**src/rtl/nios2_cpu_oci_dct_sequencer.sv**
```systemverilog
// nios2_cpu_oci_dct_sequencer
//
// Controller for the OCI data-capture-trace packing buffer. Trace fragments
// are shifted into a FRAG_W*FRAGS-bit buffer, with the oldest fragment ending
// up at the MSB end. A full word, or a flushed partial word, is handed to the
// trace store over a valid/ready handshake. end_req starts a drain that emits
// any remaining fragments and then parks in a terminal state until reset.
//
// Ports:
//   clk, reset_n          clock, asynchronous active-low reset
//   frag_valid/frag_data  fragment offer from the trace front-end
//   frag_ready            fragment accepted when frag_valid & frag_ready
//   flush_req             level, emit the current partial word
//   end_req               level, begin end-of-test drain
//   out_valid/out_ready   packed word handshake to the trace store
//   out_data/out_count    packed word and number of valid low-order fragments
//   dct_buffer/dct_count  live packing buffer and fragment count
//   test_ending           drain in progress
//   test_has_ended        drain complete, sticky until reset
//   stall_cnt             (DCT_STALL_CNT_EN only) saturating count of cycles
//                         with frag_valid=1 and frag_ready=0
//
// Optional feature macro: DCT_STALL_CNT_EN

module nios2_cpu_oci_dct_sequencer #(
    parameter int FRAG_W = 6,
    parameter int FRAGS  = 5,
    parameter int CNT_W  = 4
) (
    input  logic                      clk,
    input  logic                      reset_n,
    input  logic                      frag_valid,
    input  logic [FRAG_W-1:0]         frag_data,
    output logic                      frag_ready,
    input  logic                      flush_req,
    input  logic                      end_req,
    output logic                      out_valid,
    input  logic                      out_ready,
    output logic [FRAG_W*FRAGS-1:0]   out_data,
    output logic [CNT_W-1:0]          out_count,
    output logic [FRAG_W*FRAGS-1:0]   dct_buffer,
    output logic [CNT_W-1:0]          dct_count,
    output logic                      test_ending,
`ifdef DCT_STALL_CNT_EN
    output logic                      test_has_ended,
    output logic [15:0]               stall_cnt
`else
    output logic                      test_has_ended
`endif
);

    localparam int BUF_W = FRAG_W * FRAGS;

    typedef enum logic [1:0] {
        FILL,
        EMIT,
        ENDING,
        DONE
    } state_t;

    state_t              state_q, state_d;
    logic [BUF_W-1:0]    buf_q, buf_d;
    logic [CNT_W-1:0]    cnt_q, cnt_d;
    logic                out_valid_q, out_valid_d;
    logic [BUF_W-1:0]    out_data_q, out_data_d;
    logic [CNT_W-1:0]    out_count_q, out_count_d;
    logic                test_ending_q, test_ending_d;
    logic                test_has_ended_q, test_has_ended_d;

    logic                accept;
    logic [BUF_W-1:0]    buf_acc;
    logic [CNT_W-1:0]    cnt_acc;

    assign frag_ready = (state_q == FILL);
    assign accept     = frag_valid & frag_ready;

    always_comb begin
        // Buffer and count as they stand after this cycle's accept; the
        // FILL exit decision and the emitted word both use these values so a
        // fragment arriving with flush_req/end_req is included.
        buf_acc = buf_q;
        cnt_acc = cnt_q;
        if (accept) begin
            buf_acc = {buf_q[BUF_W-FRAG_W-1:0], frag_data};
            cnt_acc = cnt_q + CNT_W'(1);
        end

        state_d          = state_q;
        buf_d            = buf_q;
        cnt_d            = cnt_q;
        out_valid_d      = out_valid_q;
        out_data_d       = out_data_q;
        out_count_d      = out_count_q;
        test_ending_d    = test_ending_q;
        test_has_ended_d = test_has_ended_q;

        case (state_q)
            FILL: begin
                buf_d = buf_acc;
                cnt_d = cnt_acc;
                if (cnt_acc == CNT_W'(FRAGS)) begin
                    state_d     = EMIT;
                    out_valid_d = 1'b1;
                    out_data_d  = buf_acc;
                    out_count_d = cnt_acc;
                end else if (end_req) begin
                    state_d       = ENDING;
                    test_ending_d = 1'b1;
                end else if (flush_req && (cnt_acc != '0)) begin
                    state_d     = EMIT;
                    out_valid_d = 1'b1;
                    out_data_d  = buf_acc;
                    out_count_d = cnt_acc;
                end
            end
            EMIT: begin
                if (out_ready) begin
                    out_valid_d = 1'b0;
                    buf_d       = '0;
                    cnt_d       = '0;
                    if (end_req || test_ending_q) begin
                        state_d       = ENDING;
                        test_ending_d = 1'b1;
                    end else begin
                        state_d = FILL;
                    end
                end
            end
            ENDING: begin
                if (cnt_q != '0) begin
                    state_d     = EMIT;
                    out_valid_d = 1'b1;
                    out_data_d  = buf_q;
                    out_count_d = cnt_q;
                end else begin
                    state_d          = DONE;
                    test_ending_d    = 1'b0;
                    test_has_ended_d = 1'b1;
                end
            end
            DONE: begin
                state_d = DONE;
            end
            default: begin
                state_d = FILL;
            end
        endcase
    end

    always_ff @(posedge clk or negedge reset_n) begin
        if (!reset_n) begin
            state_q          <= FILL;
            buf_q            <= '0;
            cnt_q            <= '0;
            out_valid_q      <= 1'b0;
            out_data_q       <= '0;
            out_count_q      <= '0;
            test_ending_q    <= 1'b0;
            test_has_ended_q <= 1'b0;
        end else begin
            state_q          <= state_d;
            buf_q            <= buf_d;
            cnt_q            <= cnt_d;
            out_valid_q      <= out_valid_d;
            out_data_q       <= out_data_d;
            out_count_q      <= out_count_d;
            test_ending_q    <= test_ending_d;
            test_has_ended_q <= test_has_ended_d;
        end
    end

    assign out_valid      = out_valid_q;
    assign out_data       = out_data_q;
    assign out_count      = out_count_q;
    assign dct_buffer     = buf_q;
    assign dct_count      = cnt_q;
    assign test_ending    = test_ending_q;
    assign test_has_ended = test_has_ended_q;

`ifdef DCT_STALL_CNT_EN
    logic [15:0] stall_cnt_q, stall_cnt_d;

    always_comb begin
        stall_cnt_d = stall_cnt_q;
        if (frag_valid && !frag_ready && (stall_cnt_q != '1)) begin
            stall_cnt_d = stall_cnt_q + 16'd1;
        end
    end

    always_ff @(posedge clk or negedge reset_n) begin
        if (!reset_n) begin
            stall_cnt_q <= '0;
        end else begin
            stall_cnt_q <= stall_cnt_d;
        end
    end

    assign stall_cnt = stall_cnt_q;
`endif

endmodule

```
**config.mk**
```make
export PLATFORM = sky130hd
export DESIGN_NAME = nios2_cpu_oci_dct_sequencer
export DESIGN_NICKNAME = d
export VERILOG_FILES = /design/src/rtl/nios2_cpu_oci_dct_sequencer.sv
export SDC_FILE = /design/constraint.sdc
export NUM_CORES = 1
export LEC_CHECK = 0
export BUFFER_PORTS_ARGS = -buffer_cell sky130_fd_sc_hd__buf_4
export CAP_MARGIN = 25
export CORE_UTILIZATION = 49
export DETAILED_ROUTE_END_ITERATION = 10
export MAX_ROUTING_LAYER = met4
export PLACE_DENSITY = 0.72
export SYNTH_ARGS = -nofsm -noshare
export SYNTH_HDL_FRONTEND = slang
export SYNTH_SLANG_ARGS = --single-unit
export TNS_END_PERCENT = 5
```
**constraint.sdc**
```tcl
create_clock -name clk -period 2.9 [get_ports clk]
set_input_delay 0.58 -clock clk [delete_from_list [all_inputs] [get_ports clk]]
set_output_delay 0.58 -clock clk [all_outputs]
set_load 0.02 [all_outputs]
```
==> summary.txt, run 1 <==
Status: finished clean
Core footprint: 0.00649 mm²
Rel. slew slack: 39.1%
H-tree Lvls: 3
Reg2Reg Setup Slack: 0.33 ns
Share of the synthesized area in the top cell type: 53.9%
Min Tclk post-route: 2.64 ns
Total number of vias: 2551
Drt wl/cell: 16.2 µm
Asr flop ratio synth: 100%
GP Congestion: 0.833
Initial Utilization: 52.1%
Post-synth top area cell: dfrtp_1
Warnings, synthesis: 0
Fillers: 515
Setup Skew: 0.00983 ns
Fin crit share: 91.2%
Grt ovf: 0
CTS root buf: clkbuf_8
Stages on the worst setup path: 5
Final #Nets: 406
Worst Hold Class: input pin to asynchronous set/reset pin
R2r startpoint: dct_count[0]
Layout cells sized above 1: 32.0%
Worst path most repeated cell: buf_4
Port-buffer cells: 83
CP Data Arrival Time: 2.06 ns
Synthesized Nets: 321
Num CTS Buffers: 9
Clock-pin slew on the worst setup and hold paths: 0.08 ns
Worst path buffer plus inverter count: 4
Final cell count without fillers: 474
Setup WS post-layout: 0.255 ns
Utilization after layout: 66.4%
Tot Pwr: 2.59 mW
Synth Flop Type: dfrtp_1
P per Cell Area: 601 mW/mm²
Highest cell delay on the worst timing path: 0.56 ns
Post-route cell area: 0.00431 mm²
Seq cells post-synth: 73
R2R Path End: out_data[25]
Setup TNS after final layout: 0 ns
First DRT Iteration DRCs: 143
Final Hold Viols: 0
Sequential area share after synthesis: 53.9%
Final setup fails: 0
Max VDD drop: 0.000343 V
Leak pwr: 2.07 nW
Boundary pin count: 84
Largest delay contributor family on the critical path: buffers and inverters
DP HPWL: 4.99 mm
Clock Tree Buf Depth: 2
First-pass detailed-route iteration total: 4
Yosys cell types: 40
Final Hold Slack: 0.339 ns
Skew-Pair Late Insertion Delay: 0.34 ns
Drt drc: 0
Synth Area per Inst: 11.0 µm²
Worst slack, placed: 0.205 ns
Final WL: 7.67 mm
Die Footprint: 0.00725 mm²
Vias per cell: 5.38
Peak Freq: 378 MHz
Wire length of the first global-routing pass: 12.5 mm
Cell count after placement: 458
Die height: 85.1 µm
CP Capture Point: frag_ready
Post CTS Setup Buffer Count: 0
Post-synth EDFFs: 0
Max-Cap Viols: 0
Slew Limit Fails: 0
Worst-margin pin slew: 0.914 ns
RSZ-0062 raised after global routing: no
DP Area: 0.00409 mm²
Top post-synthesis cells by area: dfrtp_1, mux2i_1, nand2_1
Crit-path max FO: 23
Critical-path top delay cell: dfrtp_1
FP Rows: 29
Endpoint type of the worst setup path: output port
CTS tree: built
Sequence of cells on the critical path: or2_1 -> buf_4 -> inv_1 -> buf_4 -> buf_4
Chip width: 85.1 µm
Pin count of the biggest net entering global routing: 74
Antenna violations before repair: 0
CTS Sinks: 73
CTS Hold Buffers Added: 0
Routed Antenna Nets: 0
Diodes inserted: 0
CP startpoint kind: flop
CTS resizes: 0
Critical path type: flop to output port
Area growth syn-to-layout: 27.4%
Tot GR Track Use: 23.2%
Mapped Cells: 307
Vias in the first global route: 2484
Critical path data required time: 2.32 ns
Post-Syn Area: 0.00339 mm²
Worst R2R Path Depth: 6
Crit path launch: state_q[0]
[synth_stat cells (2+ instances only)]
library cell  count
dfrtp_1          73
nand2_1          58
mux2i_1          43
o21ai_0          27
inv_1            25
a22o_1            9
clkbuf_1          9
mux2_4            8
nor2_1            6
mux2_2            5
a21oi_1           3
buf_2             3
nor2b_1           3
or2_2             3
a22oi_1           2
buf_4             2
buf_6             2
ha_1              2
nor3_1            2
xnor2_1           2
[layout make-up]
type | instances | area (µm²) | area share [%]
well taps | 77 | 96.3 | 2.23
inverters | 25 | 93.8 | 2.18
clock inverters | 5 | 78.8 | 1.83
multi-input cells | 192 | 1380 | 32.0
clock buffers | 11 | 141 | 3.28
flip-flops and latches | 73 | 1830 | 42.3
repair buffers | 91 | 696 | 16.1
[registers in the layout (all words and copies together) (netlist names)]
register / cells
dct_buffer: 30
out_data: 30
dct_count: 4
out_count: 4
state_q: 2
out_valid: 1
test_ending: 1
test_has_ended: 1
[kinds of logic after synthesis]
family / synth area share (%)
fa+ha+maj: 0.739
flops: 53.9
simple gates: 11.5
xor+xnor: 0.517
buf+inv: 5.43
compound gates: 10.0
mux: 17.9
[power breakdown]
part,internal (mW),switching (mW),total [mW]
clock,0.507,0.380,0.887
sequential,1.12,0.0878,1.21
combinational,0.222,0.274,0.496
total,1.85,0.742,2.59
[how the worst min path moves through the flow]
| stage | slack (ns) | startpoint | to | depth (start not counted) |
|---|---|---|---|---|
| 2_1_floorplan | 0.28 | reset_n | dct_buffer[0] | 0 |
| 3_3_place_gp | 0.46 | test_has_ended | test_has_ended | 1 |
| 3_5_place_dp | 0.46 | test_has_ended | test_has_ended | 1 |
| 4_1_cts | 0.39 | reset_n | out_data[27] | 1 |
| 5_1_grt | 0.44 | reset_n | out_data[21] | 1 |
| 6_report | 0.34 | reset_n | out_data[27] | 1 |
[placed cells by master (no fill, tap or decap), types with 3 or more instances in the layout]
master / count
or2_2: 3
mux2_2: 5
o21ai_0: 27
mux2i_1: 43
a21oi_1: 3
clkbuf_8: 10
inv_1: 25
buf_4: 90
a22o_1: 9
mux2_4: 8
nor2_1: 6
dfrtp_1: 73
nand2_1: 58
nor2b_1: 3
[routing by layer]
metal | track usage (%) | part of all wire (%) | vias to the layer above
met5 | - | 0 | -
met1 | 30.1 | 46 | 1251
met4 | 7.40 | 1.2 | 0
met2 | 36.3 | 48 | 79
met3 | 5.35 | 5.1 | 11
li1 | - | - | 1210
No activity file was read; power rests on OpenSTA's default activity.
==> run 2: changes to the inputs <==
Settings changed: GPL_TIMING_DRIVEN set to 0.
==> run 2 against run 1 <==
Net effect: first-iteration DRC count shrank 2.8%; final cell count grew 1.9%; worst hold slack gained 0.022 ns; largest power group unchanged; highest routed layer unchanged; flip-flop and latch count is the same; global-route usage grew 1.2 points; count of clock-buffer cells in the layout is the same; clock power shrank 7.1%; clock skew shrank 0.00075 ns; non-clock buffer count grew 9; combinational power is essentially flat.
==> summary.txt, run 2 (synthesized netlist as in run 1, its figures left out) <==
Status: finished clean (unchanged)
Tot Pwr: 2.53 mW (was 2.59 mW)
First DRT Iteration DRCs: 139 (was 143)
GP Congestion: 0.839 (was 0.833)
Tot GR Track Use: 24.4% (was 23.2%)
Die Footprint: 0.00725 mm² (unchanged)
Slew Limit Fails: 0 (unchanged)
Max VDD drop: 0.000388 V (was 0.000343 V)
Fin crit share: 95.0% (was 91.2%)
Clock Tree Buf Depth: 2 (unchanged)
FP Rows: 29 (unchanged)
Die height: 85.1 µm (unchanged)
Most frequent cells in the layout: buf_4, dfrtp_1, nand2_1 (unchanged)
Rel. slew slack: 39.4% (was 39.1%)
Leak pwr: 2.07 nW (about the same)
Final WL: 7.83 mm (was 7.67 mm)
Vias in the first global route: 2571 (was 2484)
Sequence of cells on the critical path: buf_6 -> nor3b_1 -> mux2_2 -> o41ai_4 -> a31oi_4 -> buf_6 -> mux2_4 (was or2_1 -> buf_4 -> inv_1 -> buf_4 -> buf_4)
CTS Sinks: 73 (unchanged)
Post CTS Setup Buffer Count: 0 (unchanged)
CTS resizes: 0 (unchanged)
Skew-Pair Late Insertion Delay: 0.35 ns (was 0.34 ns)
Min Tclk post-route: 2.75 ns (was 2.64 ns)
Worst path most repeated cell: buf_6 (was buf_4)
Wire length of the first global-routing pass: 13.1 mm (was 12.5 mm)
Endpoint type of the worst setup path: flop (was output port)
Core footprint: 0.00649 mm² (unchanged)
Clock-pin slew on the worst setup and hold paths: 0.08 ns (about the same)
Critical path data required time: 3.13 ns (was 2.32 ns)
Final #Nets: 415 (was 406)
Critical-path top delay cell: nor3b_1 (was dfrtp_1)
Worst-margin pin slew: 0.909 ns (was 0.914 ns)
Initial Utilization: 52.1% (unchanged)
Port-buffer cells: 83 (unchanged)
Crit-path max FO: 10 (was 23)
Critical path type: flop to flop (was flop to output port)
Antenna violations before repair: 0 (unchanged)
Max-Cap Viols: 0 (unchanged)
CTS tree: built (unchanged)
Pin count of the biggest net entering global routing: 74 (unchanged)
Highest cell delay on the worst timing path: 0.47 ns (was 0.56 ns)
Worst path buffer plus inverter count: 2 (was 4)
Boundary pin count: 84 (unchanged)
Area growth syn-to-layout: 27.3% (was 27.4%)
P per Cell Area: 586 mW/mm² (was 601 mW/mm²)
Drt wl/cell: 16.2 µm (about the same)
Commonest non-fill, non-tap cell in the layout: buf_4 (unchanged)
Final setup fails: 0 (unchanged)
DP HPWL: 5.44 mm (was 4.99 mm)
Worst Hold Class: input pin to asynchronous set/reset pin (unchanged)
Diodes inserted: 0 (unchanged)
Num CTS Buffers: 9 (unchanged)
Routed Antenna Nets: 0 (unchanged)
Largest delay contributor family on the critical path: multiplexers (was buffers and inverters)
Total number of vias: 2576 (was 2551)
RSZ-0062 raised after global routing: no (unchanged)
CTS root buf: clkbuf_8 (unchanged)
Drt drc: 0 (unchanged)
Final Hold Viols: 0 (unchanged)
Vias per cell: 5.33 (was 5.38)
First-pass detailed-route iteration total: 4 (unchanged)
Utilization after layout: 66.4% (about the same)
CP Data Arrival Time: 2.98 ns (was 2.06 ns)
Setup Skew: 0.00908 ns (was 0.00983 ns)
H-tree Lvls: 3 (unchanged)
Setup TNS after final layout: 0 ns (unchanged)
Peak Freq: 363 MHz (was 378 MHz)
Layout cells sized above 1: 31.0% (was 32.0%)
CP startpoint kind: flop (unchanged)
Chip width: 85.1 µm (unchanged)
CTS Hold Buffers Added: 0 (unchanged)
Grt ovf: 0 (unchanged)
[run 2: layout make-up]
type                    instances  area [µm²]
fillers                       531        2180
flip-flops and latches         73        1830
multi-input cells             192        1380
repair buffers                 83         623
clock buffers                  11         151
well taps                      77        96.3
inverters                      25        93.8
plain buffers                  17        90.1
clock inverters                 5        53.8
[run 2: worst paths after layout]
check	start	to	slack [ns]	cells after the start
max	state_q[0]	out_data[19]	0.15	7
max reg2reg	state_q[0]	out_data[19]	0.15	7
min in group clk	out_count[2]	out_count[2]	0.51	1
min	reset_n	out_data[28]	0.36	1
min reg2reg	out_count[2]	out_count[2]	0.51	1
max in group asynchronous	reset_n	dct_buffer[18]	1.94	1
[run 2: worst register-to-register path, cell delays in order, from the launching register on]
cell and delay (ns):
dfrtp_1 0.39, buf_6 0.14, nor3b_1 0.47, mux2_2 0.44, o41ai_4 0.45, a31oi_4 0.22
buf_6 0.22, mux2_4 0.30
[run 2: routing by layer]
layer	part of all wire (%)	global-route usage, %	up-vias
li1	-	-	1229
met1	47	32.5	1267
met2	47	38.2	72
met3	4.5	3.70	8
met4	1.3	8.78	0
met5	0	-	-
[run 2: power breakdown]
part           leakage (nW)  switching [mW]  total [mW]  internal (mW)
clock                 0.109           0.382       0.824          0.442
sequential            0.994          0.0872        1.21           1.12
combinational         0.966           0.274       0.496          0.222
total                  2.07           0.743        2.53           1.78
[run 2: stage by stage]
| step | cell area [µm²] | std cells | hold WS [ns] | setup WS, ns |
|---|---|---|---|---|
| after floorplan | 3390 | 307 | 0.284 | 0.325 |
| after global placement | 4110 | 467 | 0.454 | 0.0137 |
| after detailed placement | 4110 | 467 | 0.497 | -0.0470 |
| after CTS | 4310 | 483 | 0.401 | 0.134 |
| after global routing | 4310 | 483 | 0.451 | 0.0380 |
| final | 4310 | 483 | 0.361 | 0.146 |
==> run 3: changes to the inputs <==
Clock period 2.9 ns to 2.8 ns, I/O delays scaled along.
==> run 3 against run 2 <==
Net effect: register-to-register slack improved by 0.04 ns; clock skew is essentially flat; non-clock buffer count stayed put; routed wire length increased by 0.17%; highest routed layer unchanged.
==> summary.txt, run 3 (synthesized netlist as in run 1, its figures left out) <==
Area growth syn-to-layout: 27.7% (was 27.3%)
Initial Utilization: 52.1% (unchanged)
Setup TNS after final layout: 0 ns (unchanged)
FP Rows: 29 (unchanged)
Total number of vias: 2565 (was 2576)
Switch Pwr: 771 µW (was 743 µW)
Die Footprint: 0.00725 mm² (unchanged)
CTS root buf: clkbuf_8 (unchanged)
Grt ovf: 0 (unchanged)
Setup WS post-layout: 0.186 ns (was 0.146 ns)
Vias in the first global route: 2571 (unchanged)
DP HPWL: 5.44 mm (unchanged)
Commonest non-fill, non-tap cell in the layout: buf_4 (unchanged)
Final #Nets: 415 (unchanged)
Antenna violations before repair: 0 (unchanged)
Top sig layer: met4 (unchanged)
CP Data Arrival Time: 2.84 ns (was 2.98 ns)
First-pass detailed-route iteration total: 4 (unchanged)
Leak pwr: 2.07 nW (about the same)
Worst Hold Class: input pin to asynchronous set/reset pin (unchanged)
CTS tree: built (unchanged)
Setup Skew: 0.00881 ns (was 0.00908 ns)
Final Hold Slack: 0.339 ns (was 0.361 ns)
DP Area: 0.00411 mm² (unchanged)
Worst path buffer plus inverter count: 1 (was 2)
Drt wl/cell: 16.2 µm (about the same)
Wire length of the first global-routing pass: 13.1 mm (unchanged)
Core footprint: 0.00649 mm² (unchanged)
Logic gate share of total power: 19.6% (about the same)
Drt drc: 0 (unchanged)
Sequence of cells on the critical path: or4b_1 -> o22ai_1 -> nand4b_4 -> a31oi_4 -> buf_6 -> mux2_4 (was buf_6 -> nor3b_1 -> mux2_2 -> o41ai_4 -> a31oi_4 -> buf_6 -> mux2_4)
Most frequent cells in the layout: buf_4, dfrtp_1, nand2_1 (unchanged)
Peak Freq: 383 MHz (was 363 MHz)
Worst-margin pin slew: 0.908 ns (was 0.909 ns)
P per Cell Area: 606 mW/mm² (was 586 mW/mm²)
Routed Antenna Nets: 0 (unchanged)
Critical path data required time: 3.03 ns (was 3.13 ns)
Port-buffer cells: 83 (unchanged)
WL met2: 3.67 mm (about the same)
Routed length on met3: 354 µm (was 350 µm)
Diodes inserted: 0 (unchanged)
Tot Pwr: 2.62 mW (was 2.53 mW)
GP Congestion: 0.839 (unchanged)
Fin crit share: 93.4% (was 95.0%)
Final setup fails: 0 (unchanged)
Slew Limit Fails: 0 (unchanged)
Layout cells sized above 1: 31.8% (was 31.0%)
Crit-path max FO: 10 (unchanged)
M1 WL: 3.70 mm (about the same)
Chip width: 85.1 µm (unchanged)
H-tree Lvls: 3 (unchanged)
Sequential Power Share: 47.8% (about the same)
Largest delay contributor family on the critical path: simple AND/OR/NAND/NOR gates (was multiplexers)
Net Sw Frac: 29.4% (about the same)
Num CTS Buffers: 9 (unchanged)
Worst slack, placed: -0.127 ns (was -0.0470 ns)
Post-route cell area: 0.00432 mm² (was 0.00431 mm²)
Clock share of power: 32.6% (about the same)
Final Hold Viols: 0 (unchanged)
Boundary pin count: 84 (unchanged)
Die height: 85.1 µm (unchanged)
Status: finished clean (unchanged)
Critical-path top delay cell: or4b_1 (was nor3b_1)
Cell count after placement: 467 (unchanged)
Final WL: 7.84 mm (was 7.83 mm)
Max-Cap Viols: 0 (unchanged)
Clock Tree Buf Depth: 2 (unchanged)
First DRT Iteration DRCs: 147 (was 139)
Rel. slew slack: 39.5% (was 39.4%)
Post CTS Setup Buffer Count: 0 (unchanged)
Utilization after layout: 66.6% (was 66.4%)
Min Tclk post-route: 2.61 ns (was 2.75 ns)
Highest cell delay on the worst timing path: 0.61 ns (was 0.47 ns)
Skew-Pair Late Insertion Delay: 0.34 ns (was 0.35 ns)
Pint: 1.85 mW (was 1.78 mW)
CTS Sinks: 73 (unchanged)
Final cell count without fillers: 483 (unchanged)
RSZ-0062 raised after global routing: no (unchanged)
Max VDD drop: 0.000402 V (was 0.000388 V)
Clock-pin slew on the worst setup and hold paths: 0.08 ns (about the same)
Tot GR Track Use: 24.4% (unchanged)
Pin count of the biggest net entering global routing: 74 (unchanged)
CP startpoint kind: flop (unchanged)
Critical path type: flop to flop (unchanged)
Vias per cell: 5.31 (was 5.33)
Endpoint type of the worst setup path: flop (unchanged)
[run 3: final cells by class]
type	instances	area [µm²]
Sequential cell	73	1830
Fill cell	528	2170
Inverter	25	93.8
Clock inverter	5	53.8
Multi-Input combinational cell	192	1390
Timing Repair Buffer	83	623
Buffer	17	91.3
Tap cell	77	96.3
Clock buffer	11	151
[run 3: repair_timing]
action,4_1_cts,5_1_grt
hold buffers,0,0
endpoints found under the setup margin,0,9
resized for setup,0,3
[run 3: worst paths after layout]
check,start,to,slack (ns),cells after the start
min reg2reg,out_count[2],out_count[2],0.51,1
max reg2reg,dct_count[0],out_data[19],0.19,6
min in group clk,out_count[2],out_count[2],0.51,1
max,dct_count[0],out_data[19],0.19,6
min,reset_n,out_data[28],0.34,1
max in group asynchronous,reset_n,dct_buffer[18],1.86,1
[run 3: per-layer routing]
metal	vias up	global-route usage [%]
met1	1255	32.5
li1	1227	-
met5	-	-
met2	74	38.2
met4	0	8.78
met3	9	3.70
[run 3: power groups by stage]
stage | Sequential, mW | Clock [mW] | Combinational, mW
2_1_floorplan | 1.39 | 0 | 0.147
3_3_place_gp | 1.26 | 0 | 0.510
3_5_place_dp | 1.27 | 0 | 0.520
4_1_cts | 1.25 | 0.855 | 0.521
5_1_grt | 1.27 | 0.894 | 0.561
6_report | 1.25 | 0.854 | 0.514
